`src/rtl/bram_arb_pkg.sv`:
```
// bram_arb_pkg: shared constants for the frame-buffer port-A write arbiter.
// Requester indices, one-hot grant codes and the rejected-write counter limit.
package bram_arb_pkg;

   // Requester indices, also used as values of the round-robin pointer
   localparam logic REQ_PAT = 1'b0;   // pattern generator
   localparam logic REQ_COM = 1'b1;   // UART command-to-memory loader

   // One-hot owner codes driven on o_grant
   localparam logic [1:0] GNT_NONE = 2'b00;
   localparam logic [1:0] GNT_PAT  = 2'b01;
   localparam logic [1:0] GNT_COM  = 2'b10;

   // Default width and saturation value of the rejected-write counter
   localparam int             ERR_W   = 8;
   localparam logic [ERR_W-1:0] ERR_SAT = {ERR_W{1'b1}};

endpackage

```
`src/rtl/wr_slot.sv`:
```
// wr_slot: one-entry holding register (address + data) with a full flag.
// A load on the same cycle as a clear refills the slot, so a granted
// requester can hand over its next word without a bubble.
module wr_slot #(
   parameter int ADDR_WIDTH = 17,
   parameter int DATA_WIDTH = 12
) (
   input  logic                  clk,
   input  logic                  i_rst_n,
   input  logic                  i_load,
   input  logic                  i_clear,
   input  logic [ADDR_WIDTH-1:0] i_addr,
   input  logic [DATA_WIDTH-1:0] i_data,
   output logic                  o_full,
   output logic [ADDR_WIDTH-1:0] o_addr,
   output logic [DATA_WIDTH-1:0] o_data
);

   logic                  r_full;
   logic [ADDR_WIDTH-1:0] r_addr;
   logic [DATA_WIDTH-1:0] r_data;

   // Occupancy flag: load has priority over clear so refill-on-grant keeps it set
   always_ff @(posedge clk or negedge i_rst_n) begin
      if (!i_rst_n) begin
         r_full <= 1'b0;
      end else if (i_load) begin
         r_full <= 1'b1;
      end else if (i_clear) begin
         r_full <= 1'b0;
      end
   end

   // Payload capture; contents are meaningless while the slot is empty
   always_ff @(posedge clk) begin
      if (i_load) begin
         r_addr <= i_addr;
         r_data <= i_data;
      end
   end

   assign o_full = r_full;
   assign o_addr = r_addr;
   assign o_data = r_data;

endmodule

```
`src/rtl/bram_wr_arbiter.sv`:
```
// bram_wr_arbiter: shares BRAM port A between the pattern generator (req 0)
// and the UART loader (req 1). Each requester owns a one-entry slot; one
// write per enabled cycle is scheduled round-robin, or only req 1 in lock
// mode, and presented on a registered port-A bus. Out-of-range addresses are
// dropped at accept time and counted in a saturating error counter.
// Optional: define BRAM_WR_ARB_STATS_EN to add per-requester grant counters
// o_cnt0/o_cnt1 for the debug display.
module bram_wr_arbiter
   import bram_arb_pkg::*;
#(
   parameter int ADDR_WIDTH = 17,
   parameter int DATA_WIDTH = 12,
   parameter int DEPTH      = 76_800,
   parameter int ERR_WIDTH  = ERR_W
) (
   input  logic                  clk,
   input  logic                  i_rst_n,
   input  logic                  i_enable,
   input  logic                  i_lock,
   input  logic                  i_wr0,
   input  logic [ADDR_WIDTH-1:0] i_addr0,
   input  logic [DATA_WIDTH-1:0] i_data0,
   output logic                  o_rdy0,
   input  logic                  i_wr1,
   input  logic [ADDR_WIDTH-1:0] i_addr1,
   input  logic [DATA_WIDTH-1:0] i_data1,
   output logic                  o_rdy1,
   output logic                  o_wea,
   output logic [ADDR_WIDTH-1:0] o_addra,
   output logic [DATA_WIDTH-1:0] o_dia,
   output logic [1:0]            o_grant,
   output logic [ERR_WIDTH-1:0]  o_err_cnt
`ifdef BRAM_WR_ARB_STATS_EN
   ,
   output logic [15:0]           o_cnt0,
   output logic [15:0]           o_cnt1
`endif
);

   localparam logic [ERR_WIDTH-1:0] L_ERR_MAX =
      (ERR_WIDTH == ERR_W) ? ERR_WIDTH'(ERR_SAT) : {ERR_WIDTH{1'b1}};

   // Saturating add of up to two rejections per cycle
   function automatic logic [ERR_WIDTH-1:0] err_sat_add(
      input logic [ERR_WIDTH-1:0] a,
      input logic [1:0]           b
   );
      logic [ERR_WIDTH:0] s;
      s = {1'b0, a} + (ERR_WIDTH+1)'(b);
      return s[ERR_WIDTH] ? L_ERR_MAX : s[ERR_WIDTH-1:0];
   endfunction

   logic                  w_full0, w_full1;
   logic [ADDR_WIDTH-1:0] w_saddr0, w_saddr1;
   logic [DATA_WIDTH-1:0] w_sdata0, w_sdata1;
   logic                  w_elig0, w_elig1, w_both;
   logic [1:0]            w_gnt;
   logic                  w_acc0, w_acc1, w_inr0, w_inr1;
   logic                  w_load0, w_load1, w_rej0, w_rej1;

   logic                  r_rr_ptr;
   logic                  r_wea;
   logic [ADDR_WIDTH-1:0] r_addra;
   logic [DATA_WIDTH-1:0] r_dia;
   logic [1:0]            r_grant;
   logic [ERR_WIDTH-1:0]  r_err_cnt;

   // Requester 0 is masked by lock in the same cycle the lock changes
   assign w_elig0 = i_enable & w_full0 & ~i_lock;
   assign w_elig1 = i_enable & w_full1;
   assign w_both  = w_elig0 & w_elig1;

   // Scheduler: single eligible wins; on contention the side not named by the pointer wins
   always_comb begin
      w_gnt = GNT_NONE;
      if (w_both) begin
         w_gnt = (r_rr_ptr == REQ_PAT) ? GNT_COM : GNT_PAT;
      end else if (w_elig0) begin
         w_gnt = GNT_PAT;
      end else if (w_elig1) begin
         w_gnt = GNT_COM;
      end
   end

   // A slot can take a new word if empty or being drained this cycle
   assign o_rdy0 = ~w_full0 | w_gnt[REQ_PAT];
   assign o_rdy1 = ~w_full1 | w_gnt[REQ_COM];

   assign w_acc0  = i_wr0 & o_rdy0;
   assign w_acc1  = i_wr1 & o_rdy1;
   assign w_inr0  = (32'(i_addr0) < 32'(DEPTH));
   assign w_inr1  = (32'(i_addr1) < 32'(DEPTH));
   assign w_load0 = w_acc0 & w_inr0;
   assign w_load1 = w_acc1 & w_inr1;
   assign w_rej0  = w_acc0 & ~w_inr0;
   assign w_rej1  = w_acc1 & ~w_inr1;

   wr_slot #(.ADDR_WIDTH(ADDR_WIDTH), .DATA_WIDTH(DATA_WIDTH)) u_slot0 (
      .clk     (clk),
      .i_rst_n (i_rst_n),
      .i_load  (w_load0),
      .i_clear (w_gnt[REQ_PAT]),
      .i_addr  (i_addr0),
      .i_data  (i_data0),
      .o_full  (w_full0),
      .o_addr  (w_saddr0),
      .o_data  (w_sdata0)
   );

   wr_slot #(.ADDR_WIDTH(ADDR_WIDTH), .DATA_WIDTH(DATA_WIDTH)) u_slot1 (
      .clk     (clk),
      .i_rst_n (i_rst_n),
      .i_load  (w_load1),
      .i_clear (w_gnt[REQ_COM]),
      .i_addr  (i_addr1),
      .i_data  (i_data1),
      .o_full  (w_full1),
      .o_addr  (w_saddr1),
      .o_data  (w_sdata1)
   );

   // Round-robin pointer remembers the winner of the last contended cycle
   always_ff @(posedge clk or negedge i_rst_n) begin
      if (!i_rst_n) begin
         r_rr_ptr <= REQ_PAT;
      end else if (w_both) begin
         r_rr_ptr <= w_gnt[REQ_COM] ? REQ_COM : REQ_PAT;
      end
   end

   // Registered port-A bus; address/data hold their last value when idle
   always_ff @(posedge clk or negedge i_rst_n) begin
      if (!i_rst_n) begin
         r_wea   <= 1'b0;
         r_grant <= GNT_NONE;
         r_addra <= '0;
         r_dia   <= '0;
      end else begin
         r_wea   <= (w_gnt != GNT_NONE);
         r_grant <= w_gnt;
         if (w_gnt[REQ_COM]) begin
            r_addra <= w_saddr1;
            r_dia   <= w_sdata1;
         end else if (w_gnt[REQ_PAT]) begin
            r_addra <= w_saddr0;
            r_dia   <= w_sdata0;
         end
      end
   end

   // Rejected-write counter, both requesters may be rejected in one cycle
   always_ff @(posedge clk or negedge i_rst_n) begin
      if (!i_rst_n) begin
         r_err_cnt <= '0;
      end else if (w_rej0 | w_rej1) begin
         r_err_cnt <= err_sat_add(r_err_cnt, {1'b0, w_rej0} + {1'b0, w_rej1});
      end
   end

   assign o_wea     = r_wea;
   assign o_addra   = r_addra;
   assign o_dia     = r_dia;
   assign o_grant   = r_grant;
   assign o_err_cnt = r_err_cnt;

`ifdef BRAM_WR_ARB_STATS_EN
   logic [15:0] r_cnt0, r_cnt1;

   // Per-requester granted-write counters, saturating for the debug display
   always_ff @(posedge clk or negedge i_rst_n) begin
      if (!i_rst_n) begin
         r_cnt0 <= '0;
         r_cnt1 <= '0;
      end else begin
         if (w_gnt[REQ_PAT] && (r_cnt0 != 16'hFFFF)) r_cnt0 <= r_cnt0 + 16'd1;
         if (w_gnt[REQ_COM] && (r_cnt1 != 16'hFFFF)) r_cnt1 <= r_cnt1 + 16'd1;
      end
   end

   assign o_cnt0 = r_cnt0;
   assign o_cnt1 = r_cnt1;
`endif

endmodule

```
`config.mk`:
```
export PLATFORM = sky130hd
export DESIGN_NAME = bram_wr_arbiter
export DESIGN_NICKNAME = d
export VERILOG_FILES = /design/src/rtl/bram_arb_pkg.sv /design/src/rtl/wr_slot.sv /design/src/rtl/bram_wr_arbiter.sv
export SDC_FILE = /design/constraint.sdc
export NUM_CORES = 1
export LEC_CHECK = 0
export CORE_MARGIN = 5
export CORE_UTILIZATION = 35
export DETAILED_ROUTE_END_ITERATION = 8
export HOLD_SLACK_MARGIN = 0.03
export SLEW_MARGIN = 0
export SYNTH_ARGS = -nofsm -noshare
export SYNTH_HDL_FRONTEND = slang
export SYNTH_HIERARCHICAL = 1
export SYNTH_SLANG_ARGS = --single-unit
```
`constraint.sdc`:
```
create_clock -name clk -period 3.05 [get_ports clk]
set_clock_uncertainty 0.2 [all_clocks]
set_input_delay 0.4575 -clock clk [delete_from_list [all_inputs] [get_ports clk]]
set_output_delay 0.4575 -clock clk [all_outputs]
set_load 0.1 [all_outputs]
```
==> metrics.txt, run 1 <==
drt drc 0; Port Buf Inserts 105; Unique masters post-synth 32; Comb pwr share 0.509; largest net degree at the start of global routing 48; vias after detailed routing 2441; 1st-iter DRT viols 104; CTS sink cnt 101; P_sw 2.96 mW; postcts setup bufs 0; final worst setup slack 0.222 ns; Post-synth EDFFs 58; die height 114 µm; clock buffer depth 2; Post-synth top cells edfxtp_1, dfrtp_1, nand2_1, mux2i_1, o21ai_0; setup TNS 0 ns; CTS H-tree depth 3; area leader, netlist edfxtp_1; CP Launch Type primary input; post-route core utilization 0.492; critical path class primary input to register; GR Overflow Total 0; minimum clock period 2.83 ns; max-cap viol count 0; First-pass DRT Iterations 4; relative max-transition margin 0.311; Synth Instances 260; vias in the first global route 2687; initial core utilization 0.355; Cell Area, Synth 0.00382 mm²; drt wl/cell 15.9 µm; dpl cell area 0.00508 mm²; total track usage 0.135; YS warnings 6; final setup vio count 0; Int Power 2.97 mW; worst skew pair latency 0.36 ns; flops & latches, synth 101; vias per cell 4.68; fillers 971; clk root buf clkbuf_8; sequential power share 0.337; final hold viol count 0; GPL Wtd Cong 0.780; Synth top area share 0.456; synthesized net count 326; FP Rows 38; first-pass GRT wire length 13.5 mm; Final Cycle Share 0.927; post-DP HPWL 5.77 mm; Leak 2.12 nW; status complete, no violations; total power draw 5.92 mW; crit end category register; share of cells above drive strength 1 0.204; RSZ-0062 raised after global routing false; CTS resizes 0; antenna-violating nets left 0; DIE AREA 0.0131 mm²; Synth area leaders edfxtp_1, dfrtp_1, mux2i_1; WP data required 3.10 ns; CTS clk-pin slew, worst paths 0.10 ns; antenna diode count 0; Fmax achieved 354 MHz; CP Data Arrival Time 2.87 ns; Power per Cell Area 1120 mW/mm²; Syn Area/Cell 14.7 µm²; Sw Ratio 0.499; Routed WL 8.30 mm; max-slew violations 0; design area 0.00529 mm²; initial antenna violation count 0; Peak supply drop 0.778 mV; worst min path class primary input to asynchronous set/reset pin; placeable core area 0.0107 mm²; Final #Nets 444; area occupied by multi-input gates 961 µm²; Post-synth ARST share 0.426; Register Area 0.00282 mm²; Die Wd 114 µm; dpl ws -0.139 ns; worst-margin pin slew 1.03 ns; cts hold-fix bufs 0; Crit Path Max Fanout 5; Post-synth top flop edfxtp_1; total CTS buffers 9; top-count cell post-synth edfxtp_1; io pins 106; area delta synth->final 38.5%; CTS tree built; sequential share of the synthesized area 0.738; clock share of power 0.154
==> cell type report <==
cell class	count	area share
Inverter	6	0.00426
Multi-Input combinational cell	142	0.182
Timing Repair Buffer	118	0.208
Sequential cell	101	0.533
Clock inverter	5	0.0161
Tap cell	140	0.0331
Clock buffer	10	0.0241
==> cell usage in the layout, fill, tap and decap left out, types with 2 or more instances in the layout <==
cell type        netlist  routed
a211oi_1               2       2
a21o_1                 2       2
a21oi_1                2       2
a31oi_1                2       2
a41oi_1                2       2
and3_1                 5       4
buf_12                 0       5
buf_4                  0      50
bufinv_16              0       2
clkbuf_8               0       9
clkdlybuf4s50_1        0      62
dfrtp_1               43      43
edfxtp_1              58      58
inv_1                  6       6
mux2_1                 4       4
mux2i_1               29      29
nand2_1               36      36
nand2b_1               3       3
nand3_1                4       4
nand4_1                4       4
nor2_1                 4       3
nor2b_1                3       2
o21ai_0               19      19
o21ai_1               11      10
o21ai_4                0       2
==> power by group through the flow <==
stage	registers (mW)	logic [mW]	clock network (mW)
after floorplan	3.65	0.619	0
after global placement	2.02	3.04	0
after detailed placement	2.04	3.05	0
after CTS	2.01	3.05	0.942
after global routing	2.05	3.15	1.00
final	2.00	3.01	0.910
==> per-stage QoR <==
stage | instances | hold slack, ns
2_1_floorplan | 260 | -0.0381
3_3_place_gp | 507 | 0.267
3_5_place_dp | 507 | 0.273
4_1_cts | 522 | 0.105
5_1_grt | 522 | 0.154
6_report | 522 | 0.0603
==> final timing paths <==
| path | from | end | slack [ns] | cells after the start |
|---|---|---|---|---|
| worst max-delay path | i_addr1[12] | o_err_cnt[5]$_DFFE_PN0P_ | 0.22 | 9 |
| worst min-delay path | i_rst_n | o_addra[6]$_DFFE_PN0P_ | 0.06 | 1 |
| worst max register to register | u_slot1/o_full$_DFFE_PN0P_ | o_err_cnt[5]$_DFFE_PN0P_ | 0.43 | 8 |
| worst min register to register | o_addra[16]$_DFFE_PN0P_ | o_addra[16]$_DFFE_PN0P_ | 0.29 | 2 |
| max in group asynchronous | i_rst_n | u_slot0/o_full$_DFFE_PN0P_ | 1.95 | 1 |
| min in group clk | o_addra[16]$_DFFE_PN0P_ | o_addra[16]$_DFFE_PN0P_ | 0.29 | 2 |
==> per-layer routing <==
| layer | GRT usage | wire length, µm | up-vias |
|---|---|---|---|
| li1 | - | - | 1173 |
| met5 | 0 | 0 | - |
| met1 | 0.169 | 3580 | 1171 |
| met2 | 0.218 | 3920 | 81 |
| met3 | 0.0423 | 599 | 16 |
| met4 | 0.0562 | 194 | 0 |
==> cell families after synthesis <==
group / count (synthesis) / synth area share
compound gates: 45 / 0.0707
xor+xnor: 1 / 0.00229
fa+ha+maj: 2 / 0.00852
buf+inv: 17 / 0.0200
flops: 101 / 0.738
mux: 33 / 0.0878
simple gates: 61 / 0.0730
==> state kept, by name, summed over array words and instances (netlist names), 2 cells and up <==
name and count:
o_addra 17, o_dia 12, o_err_cnt 8, o_grant 2, u_slot0/o_addr 17, u_slot0/o_data 12
u_slot1/o_addr 17, u_slot1/o_data 12
==> critical path, stage by stage <==
cell and delay, ns:
clkdlybuf4s50_1 0.44, a211oi_1 0.29, a21boi_0 0.26, and2_1 0.25, fa_1 0.38, ha_1 0.24
nand3_1 0.20, nand2_1 0.07, mux2_1 0.28
Power figures use the tool's default switching activity.
==> inputs of run 2 (changes only) <==
--- a/config.mk
+++ b/config.mk
@@ -6,9 +6,11 @@
 export NUM_CORES = 1
 export LEC_CHECK = 0
 export CORE_MARGIN = 5
-export CORE_UTILIZATION = 35
+export CORE_UTILIZATION = 43
+export CTS_CLUSTER_DIAMETER = 50
 export DETAILED_ROUTE_END_ITERATION = 8
 export HOLD_SLACK_MARGIN = 0.03
+export PLACE_DENSITY = 0.76
 export SLEW_MARGIN = 0
 export SYNTH_ARGS = -nofsm -noshare
 export SYNTH_HDL_FRONTEND = slang
==> metrics.txt, run 2 (synthesized netlist as in run 1, its figures left out) <==
CTS tree built; Die Wd 104 µm; GR Overflow Total 0; antenna diode count 0; first-pass GRT wire length 12.8 mm; CTS resizes 0; final hold viol count 0; max-slew violations 0; drt wl/cell 16.3 µm; largest net degree at the start of global routing 44; Final Cycle Share 0.926; die height 104 µm; antenna-violating nets left 0; vias per cell 4.95; Crit Path Max Fanout 5; io pins 106; CTS sink cnt 101; worst min path class primary input to asynchronous set/reset pin; GPL Wtd Cong 0.744; crit end category register; most frequent cells in the layout clkdlybuf4s50_1, edfxtp_1, buf_4; fillers 737; Reg2Reg Setup Slack 0.42 ns; CTS H-tree depth 3; reg-to-reg startpoint u_slot1/o_full$_DFFE_PN0P_; max-cap viol count 0; vias in the first global route 2598; r2r endpoint o_err_cnt[3]$_DFFE_PN0P_; total track usage 0.150; worst skew pair latency 0.35 ns; leading cell type in the layout, fill and taps excluded clkdlybuf4s50_1; drt drc 0; vias after detailed routing 2418; initial core utilization 0.440; WP data required 3.09 ns; CP Data Arrival Time 2.86 ns; minimum clock period 2.82 ns; worst reg2reg path depth 8; final cell count without fillers 488; worst-margin pin slew 0.995 ns; Fmax achieved 354 MHz; total CTS buffers 9; CP Launch Type primary input; 1st-iter DRT viols 73; RSZ-0062 raised after global routing false; First-pass DRT Iterations 4; relative max-transition margin 0.337; Final #Nets 441; FP Rows 34; post-DP HPWL 5.69 mm; critical path class primary input to register; area delta synth->final 35.7%; share of cells above drive strength 1 0.195; postcts setup bufs 0; CTS clk-pin slew, worst paths 0.09 ns; clock buffer depth 2; status complete, no violations; initial antenna violation count 0; cts hold-fix bufs 0; # placed instances 472; placeable core area 0.00868 mm²; final setup vio count 0; Port Buf Inserts 105; Routed WL 7.94 mm; clk root buf clkbuf_8; DIE AREA 0.0109 mm²
-- run 2: layout make-up --
type                       count  area, µm²  area share
inverter                       6       22.5     0.00434
clock inverter                 5       76.3      0.0147
tap                          108        135      0.0261
timing repair buffer         115       1040       0.201
multi-input combinational    142        961       0.185
sequential                   101       2820       0.543
clock buffer                  11        131      0.0253
-- run 2: critical path, stage by stage --
cell,delay (ns)
clkdlybuf4s50_1,0.46
a211oi_1,0.26
a21boi_0,0.26
and2_1,0.25
fa_1,0.38
ha_1,0.24
nand3_1,0.20
nand2_1,0.07
mux2_1,0.27
-- run 2: worst max-delay path by stage --
stage / slack [ns] / startpoint / end
floorplan: 0.15 / u_slot0/o_full$_DFFE_PN0P_ / u_slot1/o_addr[0]$_DFFE_PP_
finish: 0.23 / i_addr1[13] / o_err_cnt[3]$_DFFE_PN0P_
CTS: 0.27 / i_addr1[13] / o_err_cnt[5]$_DFFE_PN0P_
global route: 0.08 / i_addr1[13] / o_err_cnt[3]$_DFFE_PN0P_
detailed placement: -0.12 / i_addr1[13] / o_err_cnt[5]$_DFFE_PN0P_
global placement: -0.03 / i_addr1[13] / o_err_cnt[3]$_DFFE_PN0P_
-- run 2: per-layer routing --
metal,routed length (µm),vias up,global-route usage
met3,446,10,0.0478
met2,4270,58,0.267
met5,0,-,0
met4,112,0,0.0500
met1,3120,1181,0.169
li1,-,1169,-
-- run 2: per-stage QoR --
stage / TNS (ns) / hold WS (ns) / utilization / setup slack (ns) / instance area [µm²]
2_1_floorplan: 0 / -0.0381 / - / 0.150 / 3830
3_3_place_gp: -0.0525 / 0.264 / 0.574 / -0.0264 / 4980
3_5_place_dp: -0.363 / 0.271 / 0.574 / -0.124 / 4980
4_1_cts: 0 / 0.0915 / 0.597 / 0.267 / 5180
5_1_grt: 0 / 0.148 / 0.597 / 0.0844 / 5180
6_report: 0 / 0.0624 / 0.597 / 0.226 / 5180
Power of run 2 is left out: the tool's default activity adds up to more than one toggle a clock period on the data nets, which glitch-free logic cannot reach.
